<file path="config.mk">
export PLATFORM = sky130hd
export DESIGN_NAME = vx_mask_sequencer
export DESIGN_NICKNAME = d
export VERILOG_FILES = /design/src/rtl/vx_mask_sequencer_pkg.sv /design/src/rtl/vx_mask_pick.sv /design/src/rtl/vx_mask_sequencer.sv
export SDC_FILE = /design/constraint.sdc
export NUM_CORES = 1
export LEC_CHECK = 0
export BUFFER_PORTS_ARGS = -buffer_cell sky130_fd_sc_hd__buf_2
export CAP_MARGIN = 20
export CORE_MARGIN = 4
export CORE_UTILIZATION = 51
export CTS_CLUSTER_DIAMETER = 40
export DETAILED_ROUTE_END_ITERATION = 10
export GPL_ROUTABILITY_DRIVEN = 0
export GPL_TIMING_DRIVEN = 0
export PLACE_DENSITY = 0.88
export SYNTH_ARGS = -nofsm -noshare
export SYNTH_HDL_FRONTEND = slang
export SYNTH_SLANG_ARGS = --single-unit
</file>
<file path="constraint.sdc">
create_clock -name clk -period 5.89 [get_ports clk]
set_input_delay 0.8835 -clock clk [delete_from_list [all_inputs] [get_ports clk]]
set_output_delay 0.8835 -clock clk [all_outputs]
set_load 0.1 [all_outputs]
</file>
<file path="src/rtl/vx_mask_sequencer_pkg.sv">
// ---------------------------------------------------------------------------
// vx_mask_sequencer_pkg
//   Shared helpers for the mask sequencer and its priority picker.
//   log2up() gives the index width for an N-entry mask. It never returns 0,
//   so a one-bit mask still gets a one-bit index.
// ---------------------------------------------------------------------------
package vx_mask_sequencer_pkg;

  function automatic int log2up(input int n);
    return (n > 1) ? $clog2(n) : 1;
  endfunction

endpackage

</file>
<file path="src/rtl/vx_mask_pick.sv">
// ---------------------------------------------------------------------------
// vx_mask_pick
//   Combinational priority pick over a mask.
//   Parameters:
//     N       - mask width
//     REVERSE - 0: pick the highest set bit, 1: pick the lowest set bit
//   Ports:
//     mask   in  [N-1:0]     candidate bits
//     idx    out [LOGN-1:0]  index of the picked bit (0 when mask is empty)
//     valid  out             mask has at least one set bit
//     single out             mask has exactly one set bit
// ---------------------------------------------------------------------------
module vx_mask_pick
  import vx_mask_sequencer_pkg::*;
#(
  parameter int N       = 8,
  parameter int REVERSE = 0,
  parameter int LOGN    = log2up(N)
) (
  input  logic [N-1:0]    mask,
  output logic [LOGN-1:0] idx,
  output logic            valid,
  output logic            single
);

  // The scan visits candidates from lowest to highest priority, so the last
  // set bit that it sees wins. In leading-zero order the scan runs upward. In
  // trailing-zero order it runs downward.
  always_comb begin
    idx = '0;
    if (REVERSE == 0) begin
      for (int i = 0; i < N; i++) begin
        if (mask[i]) idx = LOGN'(i);
      end
    end else begin
      for (int i = N - 1; i >= 0; i--) begin
        if (mask[i]) idx = LOGN'(i);
      end
    end
  end

  // Clearing the lowest set bit leaves zero exactly when one bit was set.
  assign valid  = |mask;
  assign single = valid && ((mask & (mask - N'(1))) == '0);

endmodule

</file>
<file path="src/rtl/vx_mask_sequencer.sv">
// ---------------------------------------------------------------------------
// vx_mask_sequencer
//   Accepts an N-bit request mask with a tag. It then emits the index of each
//   set bit, one per cycle, in priority order, and marks the final one.
//   Parameters:
//     N       - mask width
//     TAGW    - tag width
//     REVERSE - 0: highest index first, 1: lowest index first
//     LOGN    - index width (derived)
//   Ports:
//     clk        in   clock
//     reset      in   asynchronous active-high reset
//     flush      in   abort the sequence in progress at the next edge
//     in_valid   in   request valid
//     in_mask    in   request mask
//     in_tag     in   request tag
//     in_ready   out  request can be accepted this cycle
//     out_valid  out  out_index is valid
//     out_index  out  index of the current set bit
//     out_tag    out  tag of the request being sequenced
//     out_last   out  current index is the final set bit
//     out_ready  in   consumer accepts out_index
//     busy       out  pending mask is non-zero
// ---------------------------------------------------------------------------
module vx_mask_sequencer
  import vx_mask_sequencer_pkg::*;
#(
  parameter int N       = 8,
  parameter int TAGW    = 4,
  parameter int REVERSE = 0,
  parameter int LOGN    = log2up(N)
) (
  input  logic            clk,
  input  logic            reset,
  input  logic            flush,
  input  logic            in_valid,
  input  logic [N-1:0]    in_mask,
  input  logic [TAGW-1:0] in_tag,
  output logic            in_ready,
  output logic            out_valid,
  output logic [LOGN-1:0] out_index,
  output logic [TAGW-1:0] out_tag,
  output logic            out_last,
  input  logic            out_ready,
  output logic            busy
);

  logic [N-1:0]    pending;
  logic [TAGW-1:0] tag_r;

  logic [LOGN-1:0] pick_idx;
  logic            pick_valid;
  logic            pick_single;
  logic            out_fire;
  logic            in_fire;

  // The picker sees only registered state, so nothing on in_* reaches the
  // outputs combinationally.
  vx_mask_pick #(
    .N       (N),
    .REVERSE (REVERSE),
    .LOGN    (LOGN)
  ) u_pick (
    .mask   (pending),
    .idx    (pick_idx),
    .valid  (pick_valid),
    .single (pick_single)
  );

  assign busy      = pick_valid;
  assign out_valid = busy & ~flush;
  assign out_index = busy ? pick_idx : '0;
  assign out_tag   = tag_r;
  // Only one bit left means that removing the picked bit empties the mask.
  assign out_last  = busy & pick_single;

  assign out_fire  = out_valid & out_ready;
  // A new request can land on the same edge that retires the final index.
  // This lets sequences run back to back with no idle cycle between them.
  assign in_ready  = ~reset & ~flush & (~busy | (out_fire & out_last));
  assign in_fire   = in_valid & in_ready;

  // A new request overwrites the whole pending mask, so it takes priority
  // over retiring a bit. flush drops the rest of the sequence but keeps the
  // tag. in_fire and flush cannot happen together because flush blocks
  // in_ready.
  always_ff @(posedge clk or posedge reset) begin
    if (reset) begin
      pending <= '0;
      tag_r   <= '0;
    end else if (in_fire) begin
      pending <= in_mask;
      tag_r   <= in_tag;
    end else if (flush) begin
      pending <= '0;
    end else if (out_fire) begin
      pending <= pending & ~(N'(1) << pick_idx);
    end
  end

endmodule

</file>
* Yosys cells after proc, flatten, opt, wreduce, memory -nomap -nowiden
Cells that the tools add are included.
Word-level totals: bits in registers 12, input bits 17, output and inout bits 11, word-level logic and storage cells 33
Operators by class: add/subtract/negate cells 1, shifts and indexed selects 1, mux-type cells 11, bitwise logic cells 14, reductions and logical operators 4
Operator list (count):
- $mux W8 | 3
- $and A8 B8 Y8 | 2
- $mux W3 | 5
- $logic_not A8 Y1 | 1
- $not A8 Y8 | 1
- $reduce_or A8 Y1 | 1
- $shl A1 B3 Y8 const A | 1
- $sub A8 B1 Y8 const B | 1
- $and A1 B1 Y1 | 7
- $mux W2 | 2
- $not A1 Y1 | 3
- $reduce_bool A3 Y1 | 1
- $logic_and A1 B1 Y1 | 1
- $mux W1 | 1
- $or A1 B1 Y1 | 1

* Depth between registers and ports, before layout
depth after elaboration 13, depth in mapped cells 7, gate-level depth less buffers 6

* By module
A second synthesis with hierarchy kept.
Second synthesis, totals: cell total of the unflattened synthesis 77, area, all modules 827.0 µm²
Modules (own cells, without submodules):
- vx_mask_sequencer | times used 1, cells each 53, area each 675.6 µm²
- vx_mask_pick | times used 1, cells each 24, area each 151.4 µm²

* Least setup slack after synthesis
Ideal clock, no wire load.
path kind flip-flop to output port, start point register pending[2], end point output out_index[1], data arrival time 2872 ps, data required time 5007 ps, path slack 2135 ps, stages on the path, launching flop included 3, buffers on the path 0, cell sequence dfrtp_1 -> nor2_1 -> o31ai_1
Between the ends: cells in the longest elaborated chain, start to end 7, elaborated cells between the ends (all ways) 8, those cells by class mux: 7; reduce/logical: 1
Ends and longest elaborated chain:
- start, declared | RTL line vx_mask_sequencer.sv:48 | logic [N-1:0] pending;
- start signal, assigned | RTL line vx_mask_sequencer.sv:92 | pending <= in_mask;
- start signal, assigned | RTL line vx_mask_sequencer.sv:97 | pending <= pending & ~(N'(1) << pick_idx);
- $mux W2 (2 in series) | RTL line vx_mask_pick.sv:33 | if (mask[i]) idx = LOGN'(i);
- $mux W3 (4 in series) | RTL line vx_mask_pick.sv:33
- $mux W3 * | RTL line vx_mask_sequencer.sv:72 | assign out_index = busy ? pick_idx : '0;
- end, declared | RTL line vx_mask_sequencer.sv:41 | output logic [LOGN-1:0] out_index,
Mark *: on every way between the ends. The rest lies on a longest branch, timed or not.

* Worst setup path in the final report
start point register pending[6], end point output in_ready
Between the ends: cells in the longest elaborated chain, start to end 8, elaborated cells between the ends (all ways) 12, those cells by class add/sub: 1; bitwise: 8; reduce/logical: 3
Ends and longest elaborated chain:
- $sub A8 B1 Y8 | RTL line vx_mask_pick.sv:44 | assign single = valid && ((mask & (mask - N'(1))) == '0);
- $and A8 B8 Y8 | RTL line vx_mask_pick.sv:44
- $logic_not A8 Y1 | RTL line vx_mask_pick.sv:44
- $logic_and A1 B1 Y1 | RTL line vx_mask_pick.sv:44
- $and A1 B1 Y1 | RTL line vx_mask_sequencer.sv:75 | assign out_last = busy & pick_single;
- $and A1 B1 Y1 | RTL line vx_mask_sequencer.sv:80 | assign in_ready = ~reset & ~flush & (~busy | (out_fire & out_last));
- $or A1 B1 Y1 * | RTL line vx_mask_sequencer.sv:80
- $and A1 B1 Y1 * | RTL line vx_mask_sequencer.sv:80
- end, declared | RTL line vx_mask_sequencer.sv:39 | output logic in_ready,
Marked as above.

==> flow_metrics.py <==
metrics = {
    "clocking": {
        "cts_buffers": 3,
        "h-tree-depth": 1,
        "post-cts-setup-buffers": 0,
        "cts_tree": "done",
        "clk_pin_slew_ns": 0.08,
        "clock_path_buffers": 2,
        "cts_root_buf": "clkbuf_4",
        "clock_latency_ns": 0.28,
        "cts-resized-gates": 0,
        "cts_num_sinks": 12,
        "hold_buffers": 0,
    },
    "global_route": {
        "grt_use_met3_pct": 3.91,
        "grt_use_total_pct": 19.6,
        "grt_pass1_wl_mm": 2.96,
        "grt_pass1_vias": 653,
        "met2_usage_pct": 32.7,
        "antenna_found_initial": 0,
        "gr-max-usage-layer": "met2",
        "use_met1_pct": 24.9,
        "grt_max_degree": 14,
        "grt.overflow.total": 0,
    },
    "setup_path": {
        "crit_required_ns": 5.01,
        "critPathMaxFanout": 6,
        "worstPathCellList": "nor4_4 -> inv_2 -> nor4_4 -> o31a_2 -> a31o_2 -> buf_2",
        "path_class": "register to primary output",
        "critPathLaunchType": "register",
        "crit_buf_inv": 2,
        "critical_path_depth": 6,
        "crit_family": "simple AND/OR/NAND/NOR gates",
        "slowest_stage": "dfrtp_1",
        "path_common_cell": "nor4_4",
        "cp_data_arrival_time_ns": 2.32,
        "endpoint_kind": "primary output",
        "r2r_cells": 7,
        "critPathMaxStageDelay_ns": 0.46,
    },
    "sta": {
        "hold_viol": 0,
        "tns_ns": 0,
        "worstMarginPinSlew_ns": 0.555,
        "relSlewSlack_pct": 62.8,
        "max_freq_ghz": 0.312,
        "setup-violations-final": 0,
        "fin_crit_ns": 3.20,
        "fin_crit_sh_pct": 54.4,
        "rsz0062_at_grt": "false",
        "slew_viol_final": 0,
        "clock_skew_ns": 0.00175,
    },
    "routing": {
        "num_vias": 690,
        "viasPerCell": 5.95,
        "routed_wirelength_mm": 1.81,
        "ant_nets": 0,
        "route.detailed.drc": 0,
        "dr.pass1.iters": 4,
        "wl_per_cell_um": 15.6,
        "drt_iter0_markers": 19,
    },
    "run": {
        "drv_cap": 0,
    },
    "yosys": {
        "synth_largest_area_cell": "dfrtp_1",
        "synth_cell_types": 35,
        "postSynthCellCount": 71,
        "synth_area_um2": 752,
        "synth_seq_cells": 12,
        "yosysTopAreaCellShare_pct": 39.9,
        "synth_top_cells_by_area": "dfrtp_1 (40%), nor4_4 (5.7%), a21o_2 (4.7%)",
        "synth_warnings": 0,
        "avgSynthCellArea_um2": 10.6,
        "synth_nets": 88,
        "yosysSeqAreaShare_pct": 39.9,
    },
    "placement": {
        "place_hpwl_mm": 1.32,
        "port_buffers": 26,
        "place_inst": 112,
        "place_area_um2": 901,
    },
    "min_path": {
        "worstHoldPathType": "register to register",
        "hold_depth": 1,
    },
    "die": {
        "die_h_um": 46.4,
        "io_pins": 28,
        "die_w_um": 46.4,
        "initial_core_util_pct": 55.7,
        "fp.dieArea_um2": 2150,
        "coreArea_um2": 1350,
        "rows": 13,
    },
    "layout": {
        "fin_area_um2": 937,
        "drive_gt1_share_pct": 48.5,
        "antenna_cells": 0,
        "nets": 119,
        "fin_cells": 116,
        "fillers": 112,
        "syn2layout_area_growth_pct": 24.6,
    },
    "run_status": {
        "outcome": "complete, no violations",
    },
}
## kinds of logic (layout without fill, tap and decap cells)
group	after synthesis	count (layout)	share of synthesized area (%)
AND/OR/NAND/NOR	26	26	23.6
multiplexers	4	4	6.99
flip-flops	12	12	39.9
buffers and inverters	9	39	5.49
AO/OA/AOI/OAI	20	20	24.0
## cell usage in the layout, fill, tap and decap left out, drive strengths merged, types with 3 or more instances in the layout
master and n:
a32o 3, inv 7, clkbuf 5, nor2 9, nor4 4, buf 27
a21o 4, dfrtp 12, mux2 4
## through the flow
step	setup WS, ns	util [%]	hold slack, ns
2_1_floorplan	2.13	-	0.606
3_3_place_gp	3.03	66.7	0.486
3_5_place_dp	3.00	66.7	0.487
4_1_cts	2.68	69.4	0.512
5_1_grt	2.57	69.4	0.527
6_report	2.69	69.4	0.509
## cells in the mapped netlist (all sizes together)
library cell / count
dfrtp: 12
nor2: 9
inv: 7
a21o: 4
mux2: 4
nor4: 4
a32o: 3
a211oi: 2
a22oi: 2
nand2: 2
nand3: 2
nor3: 2
nor3b: 2
a22o: 1
a311oi: 1
a31o: 1
and3: 1
and4: 1
buf: 1
clkbuf: 1
nand2b: 1
o211a: 1
o21bai: 1
o22ai: 1
o311ai: 1
o31a: 1
o31ai: 1
or3: 1
or4: 1
## worst reg2reg max path, cell delays in order (launching register included)
cell	delay, ns
dfrtp_1	0.46
nor4_4	0.41
inv_2	0.13
nor4_4	0.28
o311ai_2	0.15
nand2_2	0.11
buf_6	0.16
mux2_4	0.31
## cell type report
| class | count | area, um^2 | share of cell area, % |
|---|---|---|---|
| Sequential cell | 12 | 300 | 32.0 |
| Multi-Input combinational cell | 50 | 410 | 43.8 |
| Timing Repair Buffer | 26 | 130 | 13.9 |
| Tap cell | 15 | 18.8 | 2.00 |
| Inverter | 7 | 26.3 | 2.80 |
| Clock buffer | 4 | 36.3 | 3.87 |
| Buffer | 2 | 15.0 | 1.60 |
## registers in the layout, indices dropped and copies added (netlist names)
signal / count
pending: 8
out_tag: 4
## routing by layer
layer  vias to the layer above  routed length [um]
met5                         -                   0
met3                         2                 130
met4                         0                  20
met2                        26                 885
met1                       327                 768
li1                        335                   -
## path summary, 6_finish.rpt
kind	start	end	slack [ns]
setup / recovery	pending[6]	in_ready	2.69
min in group asynchronous	reset	pending[2]	0.64
hold / removal	out_tag[0]	out_tag[0]	0.51
setup reg to reg	pending[6]	out_tag[0]	3.77
max in group asynchronous	reset	pending[4]	4.92
hold reg to reg	out_tag[0]	out_tag[0]	0.51
Power is not shown: default switching activity piles up to over one toggle a cycle in this logic, so the estimate is an artifact.
